## src/rtl/joycon_pkg.sv

```systemverilog
// Shared types and constants for the Joycon poll scheduler: FSM states, merged key layout, miss counter width.
package joycon_pkg;

  typedef enum logic [2:0] {
    ST_IDLE   = 3'd0,
    ST_REQ_L  = 3'd1,
    ST_WAIT_L = 3'd2,
    ST_REQ_R  = 3'd3,
    ST_WAIT_R = 3'd4,
    ST_DONE   = 3'd5
  } state_e;

  localparam int unsigned MISS_W = 4;
  localparam int unsigned KEYS_W = 22;

  localparam int unsigned KB_L13  = 21;
  localparam int unsigned KB_R12  = 20;
  localparam int unsigned KB_L11  = 19;
  localparam int unsigned KB_R10  = 18;
  localparam int unsigned KB_R9   = 17;
  localparam int unsigned KB_L8   = 16;
  localparam int unsigned KB_L_LO = 8;
  localparam int unsigned KB_R_LO = 0;

  function automatic logic [KEYS_W-1:0] merge_keys(input logic [15:0] kl, input logic [15:0] kr);
    logic [KEYS_W-1:0] k;
    k                 = {KEYS_W{1'b0}};
    k[KB_L13]         = kl[13];
    k[KB_R12]         = kr[12];
    k[KB_L11]         = kl[11];
    k[KB_R10]         = kr[10];
    k[KB_R9]          = kr[9];
    k[KB_L8]          = kl[8];
    k[KB_L_LO +: 8]   = kl[7:0];
    k[KB_R_LO +: 8]   = kr[7:0];
    return k;
  endfunction

  function automatic logic [MISS_W-1:0] miss_sat_inc(input logic [MISS_W-1:0] miss,
                                                     input logic [MISS_W-1:0] limit);
    logic [MISS_W-1:0] res;
    if (miss >= limit) begin
      res = limit;
    end else begin
      res = miss + {{(MISS_W-1){1'b0}}, 1'b1};
    end
    return res;
  endfunction

endpackage

```

## src/rtl/joycon_tick_gen.sv

```systemverilog
// Poll period tick generator: one-cycle registered tick every PERIOD_CYC cycles while enable is high.
module joycon_tick_gen #(
  parameter int unsigned PERIOD_CYC = 750000
) (
  input  logic clk,
  input  logic rst,
  input  logic enable,
  output logic tick
);
  localparam int unsigned CNT_W = (PERIOD_CYC > 32'd1) ? $clog2(PERIOD_CYC) : 1;
  localparam logic [CNT_W-1:0] CNT_LAST = CNT_W'(PERIOD_CYC - 32'd1);

  logic [CNT_W-1:0] cnt_q, cnt_d;
  logic             tick_q, tick_d;
  logic             at_end_s;

  assign at_end_s = (cnt_q == CNT_LAST);
  assign tick     = tick_q;

  // next count: held at zero while disabled, wraps at the period end
  always_comb begin
    cnt_d  = cnt_q;
    tick_d = enable & at_end_s;
    if (!enable) begin
      cnt_d = {CNT_W{1'b0}};
    end else if (at_end_s) begin
      cnt_d = {CNT_W{1'b0}};
    end else begin
      cnt_d = cnt_q + {{(CNT_W-1){1'b0}}, 1'b1};
    end
  end

  // counter and tick registers
  always_ff @(posedge clk) begin
    if (rst) begin
      cnt_q  <= {CNT_W{1'b0}};
      tick_q <= 1'b0;
    end else begin
      cnt_q  <= cnt_d;
      tick_q <= tick_d;
    end
  end

endmodule

```

## src/rtl/joycon_poll_sched.sv

```systemverilog
// Joycon poll scheduler: periodic left-then-right poll rounds with timeout, miss tracking and merged key word.
// Optional macro JOYCON_REPROBE_THROTTLE_EN: a disconnected side is only re-probed every 8th round.
module joycon_poll_sched
  import joycon_pkg::*;
#(
  parameter int unsigned CLK_FREQ_HZ    = 50_000_000,
  parameter int unsigned POLL_PERIOD_US = 15000,
  parameter int unsigned TIMEOUT_US     = 5000,
  parameter int unsigned MISS_LIMIT     = 3
) (
  input  logic        clk,
  input  logic        rst,
  input  logic        enable,
  output logic        req_L,
  output logic        req_R,
  input  logic        done_L,
  input  logic        done_R,
  input  logic [15:0] keys_L,
  input  logic [15:0] keys_R,
  output logic        conn_L,
  output logic        conn_R,
  output logic [21:0] keys,
  output logic        keys_valid,
  output logic        busy,
  output logic        overrun
);
  localparam int unsigned CYC_PER_US  = CLK_FREQ_HZ / 32'd1_000_000;
  localparam int unsigned PERIOD_CYC  = CYC_PER_US * POLL_PERIOD_US;
  localparam int unsigned TIMEOUT_CYC = CYC_PER_US * TIMEOUT_US;
  localparam int unsigned WAIT_W      = $clog2(TIMEOUT_CYC + 32'd1);
  localparam logic [WAIT_W-1:0] WAIT_LAST = WAIT_W'(TIMEOUT_CYC - 32'd1);
  localparam logic [MISS_W-1:0] MISS_MAX  = MISS_W'(MISS_LIMIT);

  state_e              state_q, state_d;
  logic [WAIT_W-1:0]   wait_q, wait_d;
  logic [MISS_W-1:0]   miss_l_q, miss_l_d, miss_r_q, miss_r_d;
  logic                conn_l_q, conn_l_d, conn_r_q, conn_r_d;
  logic [15:0]         kl_q, kl_d, kr_q, kr_d;
  logic [KEYS_W-1:0]   keys_q, keys_d;
  logic                keys_valid_q, keys_valid_d;
  logic                req_l_q, req_l_d, req_r_q, req_r_d;
  logic                busy_q, busy_d;
  logic                overrun_q, overrun_d;

  logic                tick_s, timeout_s, poll_l_s, poll_r_s;
  logic [MISS_W-1:0]   miss_l_inc_s, miss_r_inc_s;

  joycon_tick_gen #(.PERIOD_CYC(PERIOD_CYC)) u_tick (
    .clk    (clk),
    .rst    (rst),
    .enable (enable),
    .tick   (tick_s)
  );

`ifdef JOYCON_REPROBE_THROTTLE_EN
  logic [2:0] round_q, round_d;
  assign poll_l_s = conn_l_q | (round_q == 3'd0);
  assign poll_r_s = conn_r_q | (round_q == 3'd0);
  assign round_d  = (state_q == ST_DONE) ? (round_q + 3'd1) : round_q;

  // round counter that gates re-probing of disconnected sides
  always_ff @(posedge clk) begin
    if (rst) begin
      round_q <= 3'd0;
    end else begin
      round_q <= round_d;
    end
  end
`else
  assign poll_l_s = 1'b1;
  assign poll_r_s = 1'b1;
`endif

  assign timeout_s    = (wait_q == WAIT_LAST);
  assign miss_l_inc_s = miss_sat_inc(miss_l_q, MISS_MAX);
  assign miss_r_inc_s = miss_sat_inc(miss_r_q, MISS_MAX);

  // round sequencing, response capture and miss bookkeeping
  always_comb begin
    state_d   = state_q;
    wait_d    = wait_q;
    miss_l_d  = miss_l_q;
    miss_r_d  = miss_r_q;
    conn_l_d  = conn_l_q;
    conn_r_d  = conn_r_q;
    kl_d      = kl_q;
    kr_d      = kr_q;
    overrun_d = overrun_q | (tick_s & (state_q != ST_IDLE));
    case (state_q)
      ST_IDLE: begin
        if (tick_s) begin
          if (poll_l_s) begin
            state_d = ST_REQ_L;
          end else if (poll_r_s) begin
            state_d = ST_REQ_R;
          end else begin
            state_d = ST_DONE;
          end
        end else begin
          state_d = ST_IDLE;
        end
      end
      ST_REQ_L: begin
        state_d = ST_WAIT_L;
        wait_d  = {WAIT_W{1'b0}};
      end
      ST_WAIT_L: begin
        // a response in the timeout cycle still counts as a response
        if (done_L) begin
          kl_d     = keys_L;
          miss_l_d = {MISS_W{1'b0}};
          conn_l_d = 1'b1;
          state_d  = poll_r_s ? ST_REQ_R : ST_DONE;
        end else if (timeout_s) begin
          miss_l_d = miss_l_inc_s;
          if (miss_l_inc_s == MISS_MAX) begin
            conn_l_d = 1'b0;
            kl_d     = 16'h0000;
          end else begin
            conn_l_d = conn_l_q;
          end
          state_d = poll_r_s ? ST_REQ_R : ST_DONE;
        end else begin
          wait_d = wait_q + {{(WAIT_W-1){1'b0}}, 1'b1};
        end
      end
      ST_REQ_R: begin
        state_d = ST_WAIT_R;
        wait_d  = {WAIT_W{1'b0}};
      end
      ST_WAIT_R: begin
        if (done_R) begin
          kr_d     = keys_R;
          miss_r_d = {MISS_W{1'b0}};
          conn_r_d = 1'b1;
          state_d  = ST_DONE;
        end else if (timeout_s) begin
          miss_r_d = miss_r_inc_s;
          if (miss_r_inc_s == MISS_MAX) begin
            conn_r_d = 1'b0;
            kr_d     = 16'h0000;
          end else begin
            conn_r_d = conn_r_q;
          end
          state_d = ST_DONE;
        end else begin
          wait_d = wait_q + {{(WAIT_W-1){1'b0}}, 1'b1};
        end
      end
      ST_DONE: begin
        state_d = ST_IDLE;
      end
      default: begin
        state_d = ST_IDLE;
      end
    endcase

    req_l_d      = (state_d == ST_REQ_L);
    req_r_d      = (state_d == ST_REQ_R);
    busy_d       = (state_d != ST_IDLE);
    keys_valid_d = (state_d == ST_DONE);
    if (state_d == ST_DONE) begin
      keys_d = merge_keys(kl_d, kr_d);
    end else begin
      keys_d = keys_q;
    end
  end

  // scheduler state and registered outputs
  always_ff @(posedge clk) begin
    if (rst) begin
      state_q      <= ST_IDLE;
      wait_q       <= {WAIT_W{1'b0}};
      miss_l_q     <= {MISS_W{1'b0}};
      miss_r_q     <= {MISS_W{1'b0}};
      conn_l_q     <= 1'b0;
      conn_r_q     <= 1'b0;
      kl_q         <= 16'h0000;
      kr_q         <= 16'h0000;
      keys_q       <= {KEYS_W{1'b0}};
      keys_valid_q <= 1'b0;
      req_l_q      <= 1'b0;
      req_r_q      <= 1'b0;
      busy_q       <= 1'b0;
      overrun_q    <= 1'b0;
    end else begin
      state_q      <= state_d;
      wait_q       <= wait_d;
      miss_l_q     <= miss_l_d;
      miss_r_q     <= miss_r_d;
      conn_l_q     <= conn_l_d;
      conn_r_q     <= conn_r_d;
      kl_q         <= kl_d;
      kr_q         <= kr_d;
      keys_q       <= keys_d;
      keys_valid_q <= keys_valid_d;
      req_l_q      <= req_l_d;
      req_r_q      <= req_r_d;
      busy_q       <= busy_d;
      overrun_q    <= overrun_d;
    end
  end

  assign req_L      = req_l_q;
  assign req_R      = req_r_q;
  assign conn_L     = conn_l_q;
  assign conn_R     = conn_r_q;
  assign keys       = keys_q;
  assign keys_valid = keys_valid_q;
  assign busy       = busy_q;
  assign overrun    = overrun_q;

endmodule

```

## config.mk

```make
export PLATFORM = sky130hd
export DESIGN_NAME = joycon_poll_sched
export DESIGN_NICKNAME = d
export VERILOG_FILES = /design/src/rtl/joycon_pkg.sv /design/src/rtl/joycon_tick_gen.sv /design/src/rtl/joycon_poll_sched.sv
export SDC_FILE = /design/constraint.sdc
export NUM_CORES = 1
export LEC_CHECK = 0
export ABC_CLOCK_PERIOD_IN_PS = 2960
export BUFFER_PORTS_ARGS = -buffer_cell sky130_fd_sc_hd__buf_4
export CORE_ASPECT_RATIO = 1.1
export CORE_UTILIZATION = 30
export CTS_CLUSTER_DIAMETER = 50
export CTS_CLUSTER_SIZE = 14
export DETAILED_ROUTE_END_ITERATION = 8
export GPL_ROUTABILITY_DRIVEN = 0
export PLACE_DENSITY = 0.55
export SLEW_MARGIN = 20
export SYNTH_ARGS = -nofsm -noshare
export SYNTH_HDL_FRONTEND = slang
export SYNTH_SLANG_ARGS = --single-unit
```

## constraint.sdc

```tcl
create_clock -name clk -period 2.96 [get_ports clk]
set_input_delay 0.148 -clock clk [delete_from_list [all_inputs] [get_ports clk]]
set_output_delay 0.148 -clock clk [all_outputs]
set_load 0.01 [all_outputs]
```

==> metrics <==
cells after synthesis=481; Clk Latency, worst-skew pair=0.35 ns; row count=between 40 and 50; Distinct cells, synth=slightly below 60; CP delay by family, top=compound AO/OA/AOI/OAI gates; met1 Usage GRT=16.9%; largest net degree at the start of global routing=60; die width=117 µm; Detailed Route WL=10.0 mm; Setup Fix Bufs, Post-CTS=0; Syn Nets=522; CTS Sinks=101; Slew @ Worst Pin=1.04 ns; area grow syn2layout=20.3%; via density per instance=between 4 and 5; 1st-iter DRT viols=141; min Tclk post-route=between 2 and 2.5 ns; Placement Cell Area=4970 µm²; status=finished clean; non-filler cells, final=722; number of global-route vias before repair=between 3,000 and 4,000; met2 Usage GRT=22.2%; Setup-failing EPs final=0; Synth area leaders=dfxtp_1 (46%), nor2_1 (7.5%), a22o_1 (4.6%); HPWL Detailed=about 7 mm; initial antenna violation count=0; PwrDens=around 500 nW/µm²; DIE HEIGHT=129 µm; Sum Neg Setup Slack=0 ns; post-synthesis instance area=between 4000 and 5000 µm²; global-route wire length before repair=about 16 mm; Routed WL per cell=between 10 and 15 µm; critical path type=reg -> reg; Worst slew margin=a little under a third; post-synthesis sequential area ratio=46.1%; Ys Warns=0; Ports=66; CP peak stage delay=between 0.8 and 0.9 ns; TritonCTS clock tree=yes; Design Area, Final=5280 µm²; CTS Buf Count=9; post-route ant nets=0; HP Class=in -> reg; Synth top cells by count=dfxtp_1 (101), nor2_1 (88), a21oi_1 (33), nand2_1 (24), a22o_1 (23); CP max FO=12; CP dominant cell by count=a21oi_1; Hold Path Origin=enable; CP Launch Point=wait_q[0]$_SDFFE_PP0P_; post-synth top area cell=dfxtp_1; crit-path cells=ha_1 -> and3_1 -> a21oi_1 -> a21oi_1 -> a211oi_1; most used routing layer=met2; Startpoint Class=flop; Async SR Flop Fraction=0%; f_max=435 MHz; Crit-path slowest cell=a21oi_1; EDFF count, synth=0; clk root buf=clkbuf_16; Synth top area share=46.1%; die area=roughly 15,000 µm²; worst r2r src=wait_q[0]$_SDFFE_PP0P_; Leak=roughly 1.9 nW; Final Power=2.66 mW; IO buf count=55; Final Skew=0.0105 ns; clock transition at the registers of the reported paths=0.07 ns; Synth Register Bits=101; final net count=about 570; Initial Util=30.6%; M3 GR Usage=~2.1%; Req. time, crit path=3.21 ns; diode count=0; clock buffer depth=2; layout cells sized above 1=a little under a fifth; top_reg_cell synth=dfxtp_1; RSZ-0062 raised after global routing=no; post-cts hold buffer count=0; PostCTS Resize Cnt=0; Final Hold Vio Count=0; WP buf/inv=0; DRT Pass-1 Iters=4; total track usage=13.6%; DRC violations left=0; H-tree Lvls=3; Slew Viols, Final=0; Worst VDD drop=0.258 mV; Tcrit/Tclk final=between 70% and 80%; Avg Inst Size Synth=9.12 µm²; max-cap violation count=0; dpl cells=706; GR Overflow Total=0; core area=14,300 µm²; most numerous cell in the Yosys netlist=dfxtp_1; CP arrival=2.55 ns; routed vias=about 3,600; CP Capture Type=flop
## final timing paths
check                                     to  slack [ns]  cells after the start
setup / recovery       keys[11]$_SDFFE_PP0N_        0.66                      5
hold / removal        u_tick.tick$_SDFF_PP0_        0.09                      2
setup reg to reg       keys[11]$_SDFFE_PP0N_        0.66                      5
hold reg to reg   u_tick.cnt_q[0]$_SDFF_PP0_        0.46                      1
## logic make-up after synthesis
group / synth area share [%]
adders and majority gates: 1.14
DFF: 46.1
xor gates and xnor gates: 5.99
and+or+nand+nor: 23.0
AOI/OAI and AO/OA: 20.0
muxes: 0.228
buffers and inverters: 3.56
## per-layer routing
layer  vias up  part of all wire (%)
met3        14                   2.4
met2        43                    47
met1      1694                    48
met4         0                   2.5
li1       1812                     -
met5         -                     0
## worst register-to-register path: stages (launching register included)
cell	delay, ns
dfxtp_1	0.33
ha_1	0.23
and3_1	0.26
a21oi_1	0.85
a21oi_1	0.21
a211oi_1	0.32
## registers in the layout, indices dropped and copies added (netlist names)
register / cells
wait_q: 18
u_tick.cnt_q: 20
u_tick.tick: 1
conn_R: 1
state_q: 3
overrun: 1
kr_q: 11
busy: 1
miss_r_q: 4
conn_L: 1
miss_l_q: 4
keys: 22
req_R: 1
req_L: 1
kl_q: 11
keys_valid: 1
## layout by cell type, fill, tap and decap left out, types with 3 or more instances in the layout
cell type	n
dfxtp_1	101
nor2_1	88
buf_4	61
a21oi_1	32
nand2_1	24
a22o_1	23
a211oi_1	19
nand3_1	17
xnor2_1	15
xor2_1	15
clkbuf_16	9
nor3_1	8
and2_1	7
inv_1	7
nand4_1	7
a211oi_2	7
and3_1	6
a2111oi_2	5
o21ai_1	5
nor3b_1	5
nor4b_1	4
or3_1	4
ha_1	4
o211ai_1	3
or4_1	3
and4_1	3
nor2b_1	3
o31ai_1	3
## area by class of cell
class | count | area [µm²]
fillers | 1485 | 9050
multi-input cells | 344 | 2220
repair buffers | 61 | 458
flip-flops and latches | 101 | 2020
clock buffers | 10 | 239
well taps | 192 | 240
clock inverters | 6 | 67.6
inverters | 8 | 30.0
## metrics by stage
step           utilization, %  hold WS [ns]  setup slack [ns]
2_1_floorplan               -         0.313              1.14
3_3_place_gp             34.7         0.445             0.672
3_5_place_dp             34.7         0.447             0.603
4_1_cts                  36.8        0.0808             0.595
5_1_grt                  36.8        0.0841             0.418
6_report                 36.8        0.0920             0.660
## report_power, final
part | leakage [nW] | total [mW] | internal, mW | switching (mW)
sequential | 0.813 | 1.36 | 1.36 | 0.00291
combinational | 0.925 | 0.0749 | 0.0308 | 0.0441
clock | 0.151 | 1.22 | 0.684 | 0.533
total | 1.89 | 2.66 | 2.08 | 0.580
(Power assumes the default switching activity.)
